**config.mk**
```make
export PLATFORM = sky130hd
export DESIGN_NAME = core_sequencer
export DESIGN_NICKNAME = d
export VERILOG_FILES = /design/src/rtl/core_sequencer.sv
export SDC_FILE = /design/constraint.sdc
export NUM_CORES = 1
export LEC_CHECK = 0
export BUFFER_PORTS_ARGS = -buffer_cell sky130_fd_sc_hd__clkbuf_2
export CAP_MARGIN = 20
export CELL_PAD_IN_SITES_DETAIL_PLACEMENT = 1
export CELL_PAD_IN_SITES_GLOBAL_PLACEMENT = 2
export CORE_MARGIN = 2
export CORE_UTILIZATION = 34
export CTS_BUF_LIST = sky130_fd_sc_hd__clkbuf_16
export DETAILED_ROUTE_END_ITERATION = 16
export HOLD_SLACK_MARGIN = 0.12
export PLACE_DENSITY_LB_ADDON = 0.1
export SETUP_SLACK_MARGIN = 0.15
export SYNTH_ARGS = -nofsm -noshare
export SYNTH_HDL_FRONTEND = slang
export SYNTH_SLANG_ARGS = --single-unit
```
**constraint.sdc**
```tcl
create_clock -name clk -period 2.3 [get_ports clk]
set_clock_uncertainty 0.05 [all_clocks]
set_input_delay 0.575 -clock clk [delete_from_list [all_inputs] [get_ports clk]]
set_output_delay 0.575 -clock clk [all_outputs]
set_load 0.02 [all_outputs]
```
**src/rtl/core_sequencer.sv**
```systemverilog
// rtl/core_sequencer.sv - instruction sequencer FSM: fetch, decode, execute, memory, write-back, trap.
// All strobes are registered from the next state; only ir_we is combinational.
module core_sequencer #(
  parameter int TIMEOUT = 16
) (
  input  logic        clk,
  input  logic        reset_n,
  input  logic        run,
  output logic        imem_req,
  input  logic        imem_ack,
  output logic        ir_we,
  input  logic        dec_valid,
  input  logic        dec_reg_w,
  input  logic        dec_data_r,
  input  logic        dec_data_w,
  input  logic        dec_branch,
  input  logic        dec_jal,
  input  logic        dec_jalr,
  input  logic        branch_taken,
  output logic        alu_en,
  output logic        dmem_req,
  output logic        dmem_we,
  input  logic        dmem_ack,
  output logic        rf_we,
  output logic        pc_we,
  output logic [1:0]  pc_sel,
  output logic        retire,
  output logic [31:0] instret,
  output logic        trap,
  output logic [1:0]  cause,
  output logic [2:0]  state
);

  typedef enum logic [2:0] {
    S_IDLE   = 3'd0,
    S_FETCH  = 3'd1,
    S_DECODE = 3'd2,
    S_EXEC   = 3'd3,
    S_MEM    = 3'd4,
    S_WB     = 3'd5,
    S_TRAP   = 3'd6
  } state_t;

  localparam logic [7:0] WAIT_LAST = 8'(TIMEOUT - 1);

  state_t      state_q, state_d;
  logic [7:0]  wait_q, wait_d;
  logic [31:0] instret_q, instret_d;
  logic [1:0]  cause_q, cause_d;
  logic        imem_req_q, imem_req_d;
  logic        alu_en_q, alu_en_d;
  logic        dmem_req_q, dmem_req_d;
  logic        dmem_we_q, dmem_we_d;
  logic        rf_we_q, rf_we_d;
  logic        pc_we_q, pc_we_d;
  logic [1:0]  pc_sel_q, pc_sel_d;
  logic        retire_q, retire_d;
  logic        trap_q, trap_d;

  always_comb begin
    state_d = state_q;
    cause_d = cause_q;
    case (state_q)
      S_IDLE:   if (run) state_d = S_FETCH;
      S_FETCH: begin
        // Ack takes precedence over an expiring wait counter.
        if (imem_ack) begin
          state_d = S_DECODE;
        end else if (wait_q == WAIT_LAST) begin
          state_d = S_TRAP;
          cause_d = 2'b10;
        end
      end
      S_DECODE: begin
        if (dec_valid) begin
          state_d = S_EXEC;
        end else begin
          state_d = S_TRAP;
          cause_d = 2'b01;
        end
      end
      S_EXEC:   state_d = (dec_data_r | dec_data_w) ? S_MEM : S_WB;
      S_MEM: begin
        if (dmem_ack) begin
          state_d = S_WB;
        end else if (wait_q == WAIT_LAST) begin
          state_d = S_TRAP;
          cause_d = 2'b11;
        end
      end
      S_WB:     state_d = run ? S_FETCH : S_IDLE;
      S_TRAP:   state_d = S_TRAP;
      default:  state_d = S_IDLE;
    endcase

    wait_d = (state_d != state_q) ? 8'd0 : wait_q + 8'd1;
    if (state_d != S_FETCH && state_d != S_MEM) wait_d = 8'd0;

    instret_d = (state_q == S_WB) ? instret_q + 32'd1 : instret_q;

    // Decoder flags are stable while the instruction is held, so WB outputs
    // can be computed on the way into WB.
    imem_req_d = (state_d == S_FETCH);
    alu_en_d   = (state_d == S_EXEC);
    dmem_req_d = (state_d == S_MEM);
    dmem_we_d  = (state_d == S_MEM) & dec_data_w;
    rf_we_d    = (state_d == S_WB) & dec_reg_w & ~dec_data_w & ~dec_branch;
    pc_we_d    = (state_d == S_WB);
    retire_d   = (state_d == S_WB);
    trap_d     = (state_d == S_TRAP);
    pc_sel_d   = 2'b00;
    if (state_d == S_WB) begin
      if (dec_jalr)                              pc_sel_d = 2'b10;
      else if (dec_jal | (dec_branch & branch_taken)) pc_sel_d = 2'b01;
    end
  end

  always_ff @(posedge clk or negedge reset_n) begin
    if (!reset_n) begin
      state_q    <= S_IDLE;
      wait_q     <= 8'd0;
      instret_q  <= 32'd0;
      cause_q    <= 2'b00;
      imem_req_q <= 1'b0;
      alu_en_q   <= 1'b0;
      dmem_req_q <= 1'b0;
      dmem_we_q  <= 1'b0;
      rf_we_q    <= 1'b0;
      pc_we_q    <= 1'b0;
      pc_sel_q   <= 2'b00;
      retire_q   <= 1'b0;
      trap_q     <= 1'b0;
    end else begin
      state_q    <= state_d;
      wait_q     <= wait_d;
      instret_q  <= instret_d;
      cause_q    <= cause_d;
      imem_req_q <= imem_req_d;
      alu_en_q   <= alu_en_d;
      dmem_req_q <= dmem_req_d;
      dmem_we_q  <= dmem_we_d;
      rf_we_q    <= rf_we_d;
      pc_we_q    <= pc_we_d;
      pc_sel_q   <= pc_sel_d;
      retire_q   <= retire_d;
      trap_q     <= trap_d;
    end
  end

  assign state    = state_q;
  assign imem_req = imem_req_q;
  assign ir_we    = imem_req_q & imem_ack;
  assign alu_en   = alu_en_q;
  assign dmem_req = dmem_req_q;
  assign dmem_we  = dmem_we_q;
  assign rf_we    = rf_we_q;
  assign pc_we    = pc_we_q;
  assign pc_sel   = pc_sel_q;
  assign retire   = retire_q;
  assign instret  = instret_q;
  assign trap     = trap_q;
  assign cause    = cause_q;

endmodule

```
==> results of run 1 <==
[routing by layer]
layer  part of all wire  vias up
li1                   -      935
met1               0.47      956
met4              0.013        0
met3              0.034        6
met5                  0        -
met2               0.49       38
[cell type report]
type | instances | area share
inverter | 9 | 0.0104
sequential | 54 | 0.417
multi-input combinational | 156 | 0.342
tap | 99 | 0.0382
timing repair buffer | 76 | 0.133
clock buffer | 5 | 0.0386
clock inverter | 3 | 0.0197
[critical path, cell delays in order (launching register included)]
cell and delay, ps:
dfrtp_2 440, mux2_2 350, a22o_1 270, or4_4 520, o31a_4 180, nor3_2 190
[worst min path at each step]
stage,start,to,slack [ps],cells after the start
floorplan,reset_n,alu_en,230,0
global placement,instret[31],instret[31],400,1
detailed placement,instret[31],instret[31],410,1
CTS,reset_n,instret[30],240,2
global route,reset_n,instret[30],250,2
finish,reset_n,instret[30],230,2
[registers in the layout, indices dropped and copies added (netlist names)]
signal,count
pc_sel,2
alu_en,1
state,3
imem_req,1
trap,1
rf_we,1
instret,32
wait_q,8
retire,1
cause,2
dmem_req,1
dmem_we,1
[cell families (layout without fill, tap and decap cells)]
kind of cell    Yosys count  after routing  synth area share
compound gates           16             16            0.0501
xor+xnor                 37             37             0.129
fa+ha+maj                 2              2           0.00992
buf+inv                  16             93            0.0293
flops                    54             54             0.536
mux                       2              2           0.00893
simple gates             99             99             0.237
[per-stage QoR]
step	utilization	instances	hold slack (ps)
global route	0.450	402	252
floorplan	-	226	229
CTS	0.446	400	236
detailed placement	0.419	392	409
finish	0.450	402	228
global placement	0.419	392	404
[cell usage after synthesis (2+ instances only)]
| library cell | count |
|---|---|
| and4_1 | 3 |
| nand2_1 | 13 |
| xor2_1 | 17 |
| buf_2 | 2 |
| mux2_2 | 2 |
| and2_1 | 5 |
| nor3_1 | 7 |
| o21ai_0 | 2 |
| clkbuf_1 | 3 |
| a21oi_1 | 4 |
| ha_1 | 2 |
| inv_1 | 8 |
| and3_1 | 7 |
| nand3_1 | 10 |
| dfrtp_1 | 54 |
| nand4_1 | 11 |
| nor4_1 | 4 |
| nor3_2 | 7 |
| nand2b_1 | 3 |
| nor2_1 | 16 |
| xnor2_1 | 20 |
[power by group]
group	switching (µW)	leakage [µW]	internal (µW)
logic	641	0.000782	426
registers	140	0.000731	1070
clock network	333	0.0000915	620
total	1110	0.00160	2120
[timing repair]
| item | CTS | global route |
|---|---|---|
| gates resized for setup | 3 | 3 |
| setup endpoints to repair | 9 | 9 |
| buffers inserted | 0 | 2 |
| hold buffers | 0 | 0 |
==> flow_summary.ini, run 1 <==
[run_status]
status = completed

[logic_synthesis]
synth_nets = 241
synth_top_area_frac = 0.536
synth_cell_type_count = 47
synthArstFlopShare = 1.00
synth-seq-cells = 54
syn_area_um2 = 2520
synth_top_area_cell = dfrtp_1
synth_edf_count = 0
ys.warnings.count = 0
avgSynthCellArea_um2 = 11.2
ys.flop_type = dfrtp_1
syn_inst = 226
seq_area_frac_synth = 0.536
netlist_top_cells_area = dfrtp_1, xnor2_1, xor2_1, nor3_2, nand4_1

[floorplanning]
core_area_um2 = 7210
fp.dieW_um = 90.1
die_h_um = 90.1
ioPinCount = 61
die_area_um2 = 8120
rows = 31
start_util = 0.349

[setup_path]
reg2reg_slack_ps = 220
critPathMaxFanout = 9
rr_startpoint = state[1]
crit_arrival_ps = 2240
start_kind = flop
ff2ff_path_depth = 5
cp-startpoint = state[1]
critPathRequiredTime_ps = 2460
end_kind = flop
r2r-end = wait_q[7]
path_class = reg2reg
crit_path_end = wait_q[7]

[placement]
place_area_um2 = 3020
dp.final_hpwl_um = 4270
dpl_worst_slack_ps = -11.2
gp_congestion = 0.742
numPortBuffers = 60

[sta]
setup_viol = 0
hold_viol = 0
fmax_ghz = 0.480
post-route-period-util = 0.906
fin_tns_setup_ps = 0
fin_ws_ps = 216
drv_slew = 0
post-route-min-period_ps = 2080
tightest_slew_ps = 495
slew_headroom = 0.665
rsz0062_at_grt = false

[clock_tree]
cts_inserted_buffers = 5
cts_buffer_depth = 2
clk_pin_slew_ps = 70
clk_latency_ps = 290
htreeDepth = 2
cts_tree = yes
cts_sinks = 54
cts-root-buf = clkbuf_16

[power_and_ir_drop]
finalPower_uw = 3230
peakVddDrop_v = 0.000514
power_density_nw_per_um2 = 996
leakagePower_uw = 0.00160

[grt]
first_global_vias = 2005
grt-busiest-layer = met2
grtUsageTotal = 0.151
grtUsageMet1 = 0.197
grt_max_degree = 55
met2_usage = 0.248
antenna_found_initial = 0
grt-ovfl-total = 0
use_met3 = 0.0352
grt_pass1_wl_um = 9830

[layout]
mostFrequentLayoutCells = clkbuf_2, dfrtp_1, xnor2_1
drive_gt1_frac = 0.350
fin_nets = 317
fin_area_um2 = 3240
multiInputGateArea_um2 = 1110
diodes = 0
fill_cells = 821
regArea_um2 = 1350
layout_commonest_cell = clkbuf_2
area_growth_pct = 28.6

[flow_run]
maxCapViolCount = 0

[min_path]
hp-class = in2async

[routing]
drc = 0
firstDrtPassIters = 4
wl_per_cell_um = 14.4
totalWireLength_um = 5810
ant_nets = 0
drtIter0Drc = 41
viasPerCell = 4.81
vias = 1935
No activity file was read; power rests on OpenSTA's default activity.
==> run 2, diff against run 1 <==
Settings changed: ABC_AREA from default to 1, CORE_ASPECT_RATIO from default to 0.6, CORE_UTILIZATION 34 to 31, SLEW_MARGIN from default to 40.
==> flow_summary.ini, run 2 <==
[grt]
first_global_vias = 2739
grt_max_degree = 32
met2_usage = 0.238
grt-busiest-layer = met1
grtUsageTotal = 0.183
grtUsageMet1 = 0.303
use_met3 = 0.0382
grt-ovfl-total = 0
grt_pass1_wl_um = 14600
antenna_found_initial = 0

[logic_synthesis]
syn_area_um2 = 2980
synth_cell_type_count = 26
yosys.area_share.adder = 0.00839
synth_edf_count = 0
synth_most_common_cell = nand2_1
synth_top_family_by_area = simple AND/OR/NAND/NOR gates
synth_nets = 402
seq_area_frac_synth = 0.453
synth-compound-area-share = 0.0226
yosys.area_share.simple = 0.352
synth_commonest_cells = nand2_1, dfrtp_1, inv_1, nor2_1, nand3_1
ys.flop_type = dfrtp_1
avgSynthCellArea_um2 = 7.71
synth_xor_area_frac = 0.0881
synthMuxAreaShare = 0
synth_top_area_cell = dfrtp_1
synthArstFlopShare = 1.00
ys.warnings.count = 0
syn_inst = 387
synth_top_area_frac = 0.453
synth-seq-cells = 54
netlist_top_cells_area = dfrtp_1, nand2_1, inv_1, nor2_1, xor2_1

[layout]
fin_nets = 472
stdcell_count = 588
layout_commonest_cell = nand2_1
largest_register_ffs = 32
regArea_um2 = 1350
diodes = 0
drive_gt1_frac = 0.199
multiInputGateArea_um2 = 1410
fill_cells = 1190
mostFrequentLayoutCells = nand2_1, clkbuf_2, dfrtp_1
area_growth_pct = 21.6

[routing]
drc = 0
vias = 2707
totalWireLength_um = 8920
viasPerCell = 4.60
firstDrtPassIters = 4
ant_nets = 0
drtIter0Drc = 124
wl_per_cell_um = 15.2

[floorplanning]
fp.dieW_um = 131
core_area_um2 = 9260
rows = 27
die_area_um2 = 10500
start_util = 0.322
ioPinCount = 61
die_h_um = 80

[clock_tree]
hold_buffers = 0
cts-root-buf = clkbuf_16
clk_pin_slew_ps = 70
htreeDepth = 2
cts_setup_buffers = 0
cts_resized = 0
cts_sinks = 54
cts_buffer_depth = 2
cts_inserted_buffers = 5
cts_tree = yes
clk_latency_ps = 300

[setup_path]
critical-path-slowest-cell = dfrtp_1
cpPeakStageDelay_ps = 430
critPathMaxFanout = 5
crit_arrival_ps = 2010
cp_top_family = simple AND/OR/NAND/NOR gates
end_kind = flop
critPathRequiredTime_ps = 2430
crit_chain = ha_1 -> nand3_1 -> inv_1 -> nand3_2 -> inv_1 -> nand4_1 -> o21ai_0 -> nand2_1
critPathBufInv = 2
r2r-end = instret[30]
path_class = reg2reg
rr_startpoint = instret[0]
start_kind = flop
reg2reg_slack_ps = 420
ff2ff_path_depth = 8
crit_top_cell = inv_1

[placement]
dp.final_hpwl_um = 7190
numPortBuffers = 60
dpl.cell_count = 576
gp_congestion = 0.796
dpl_worst_slack_ps = 331

[power_and_ir_drop]
power_density_nw_per_um2 = 845
power_frac_clock = 0.244
p_comb_frac = 0.367
finalPower_uw = 3060
pwr-share-seq = 0.388
peakVddDrop_v = 0.000332
leakagePower_uw = 0.00191
internal_power_uw = 1780
power_switching_uw = 1290
switching_share = 0.421

[sta]
post-route-period-util = 0.816
fin_tns_setup_ps = 0
hold_viol = 0
post-route-min-period_ps = 1880
fin_ws_ps = 424
rsz0062_at_grt = false
setup_viol = 0
hold_ws_ps = 187
tightest_slew_ps = 517
fmax_ghz = 0.533
drv_slew = 0
slew_headroom = 0.655

[run_status]
status = completed

[flow_run]
maxCapViolCount = 0

[min_path]
hp-class = in2async
run 2: worst register-to-register path, stage by stage, from the launching register on:
cell and delay [ps]:
dfrtp_1 430, ha_1 200, nand3_1 190, inv_1 180, nand3_2 120, inv_1 140, nand4_1 190, o21ai_0 210
nand2_1 60
run 2: power groups by stage:
stage                     sequential [µW]  clock (µW)  combinational, µW
after floorplan                      1300           0                629
after global placement               1210           0               1090
after detailed placement             1210           0               1100
after CTS                            1190         772               1110
after global routing                 1210         814               1270
final                                1190         749               1130
run 2: logic make-up (layout without fill, tap and decap cells):
| kind of cell | count (synthesis) | after routing |
|---|---|---|
| flip-flops | 54 | 54 |
| adder cells (fa/ha/maj) | 2 | 2 |
| AND/OR/NAND/NOR | 230 | 230 |
| buffers and inverters | 59 | 130 |
| XOR/XNOR | 30 | 30 |
| AO/OA/AOI/OAI | 12 | 12 |
run 2: worst max path at each step:
| stage | slack (ps) | start | end | cells after the start |
|---|---|---|---|---|
| after floorplan | 660 | state[2] | instret[17] | 9 |
| after global placement | 330 | state[1] | instret[17] | 9 |
| after detailed placement | 330 | state[1] | instret[30] | 8 |
| after CTS | 320 | state[1] | instret[30] | 8 |
| after global routing | 210 | instret[0] | instret[30] | 8 |
| final | 420 | instret[0] | instret[30] | 8 |
run 2: final cells by class:
class / count / area share
Timing Repair Buffer: 66 / 0.0986
Clock inverter: 3 / 0.00448
Inverter: 56 / 0.0579
Sequential cell: 54 / 0.372
Clock buffer: 5 / 0.0345
Tap cell: 130 / 0.0448
Multi-Input combinational cell: 274 / 0.387
run 2: metal layers:
layer | share of wire | routed length (µm) | vias to the layer above
met5 | 0 | 0 | -
met4 | 0.0037 | 33 | 0
met3 | 0.050 | 446 | 4
met2 | 0.36 | 3250 | 57
met1 | 0.58 | 5190 | 1295
li1 | - | - | 1351
run 2: through the flow:
| step | instance area [µm²] | util |
|---|---|---|
| final | 3630 | 0.392 |
| after global routing | 3630 | 0.392 |
| after CTS | 3600 | 0.389 |
| after detailed placement | 3460 | 0.373 |
| after global placement | 3460 | 0.373 |
| after floorplan | 2980 | - |
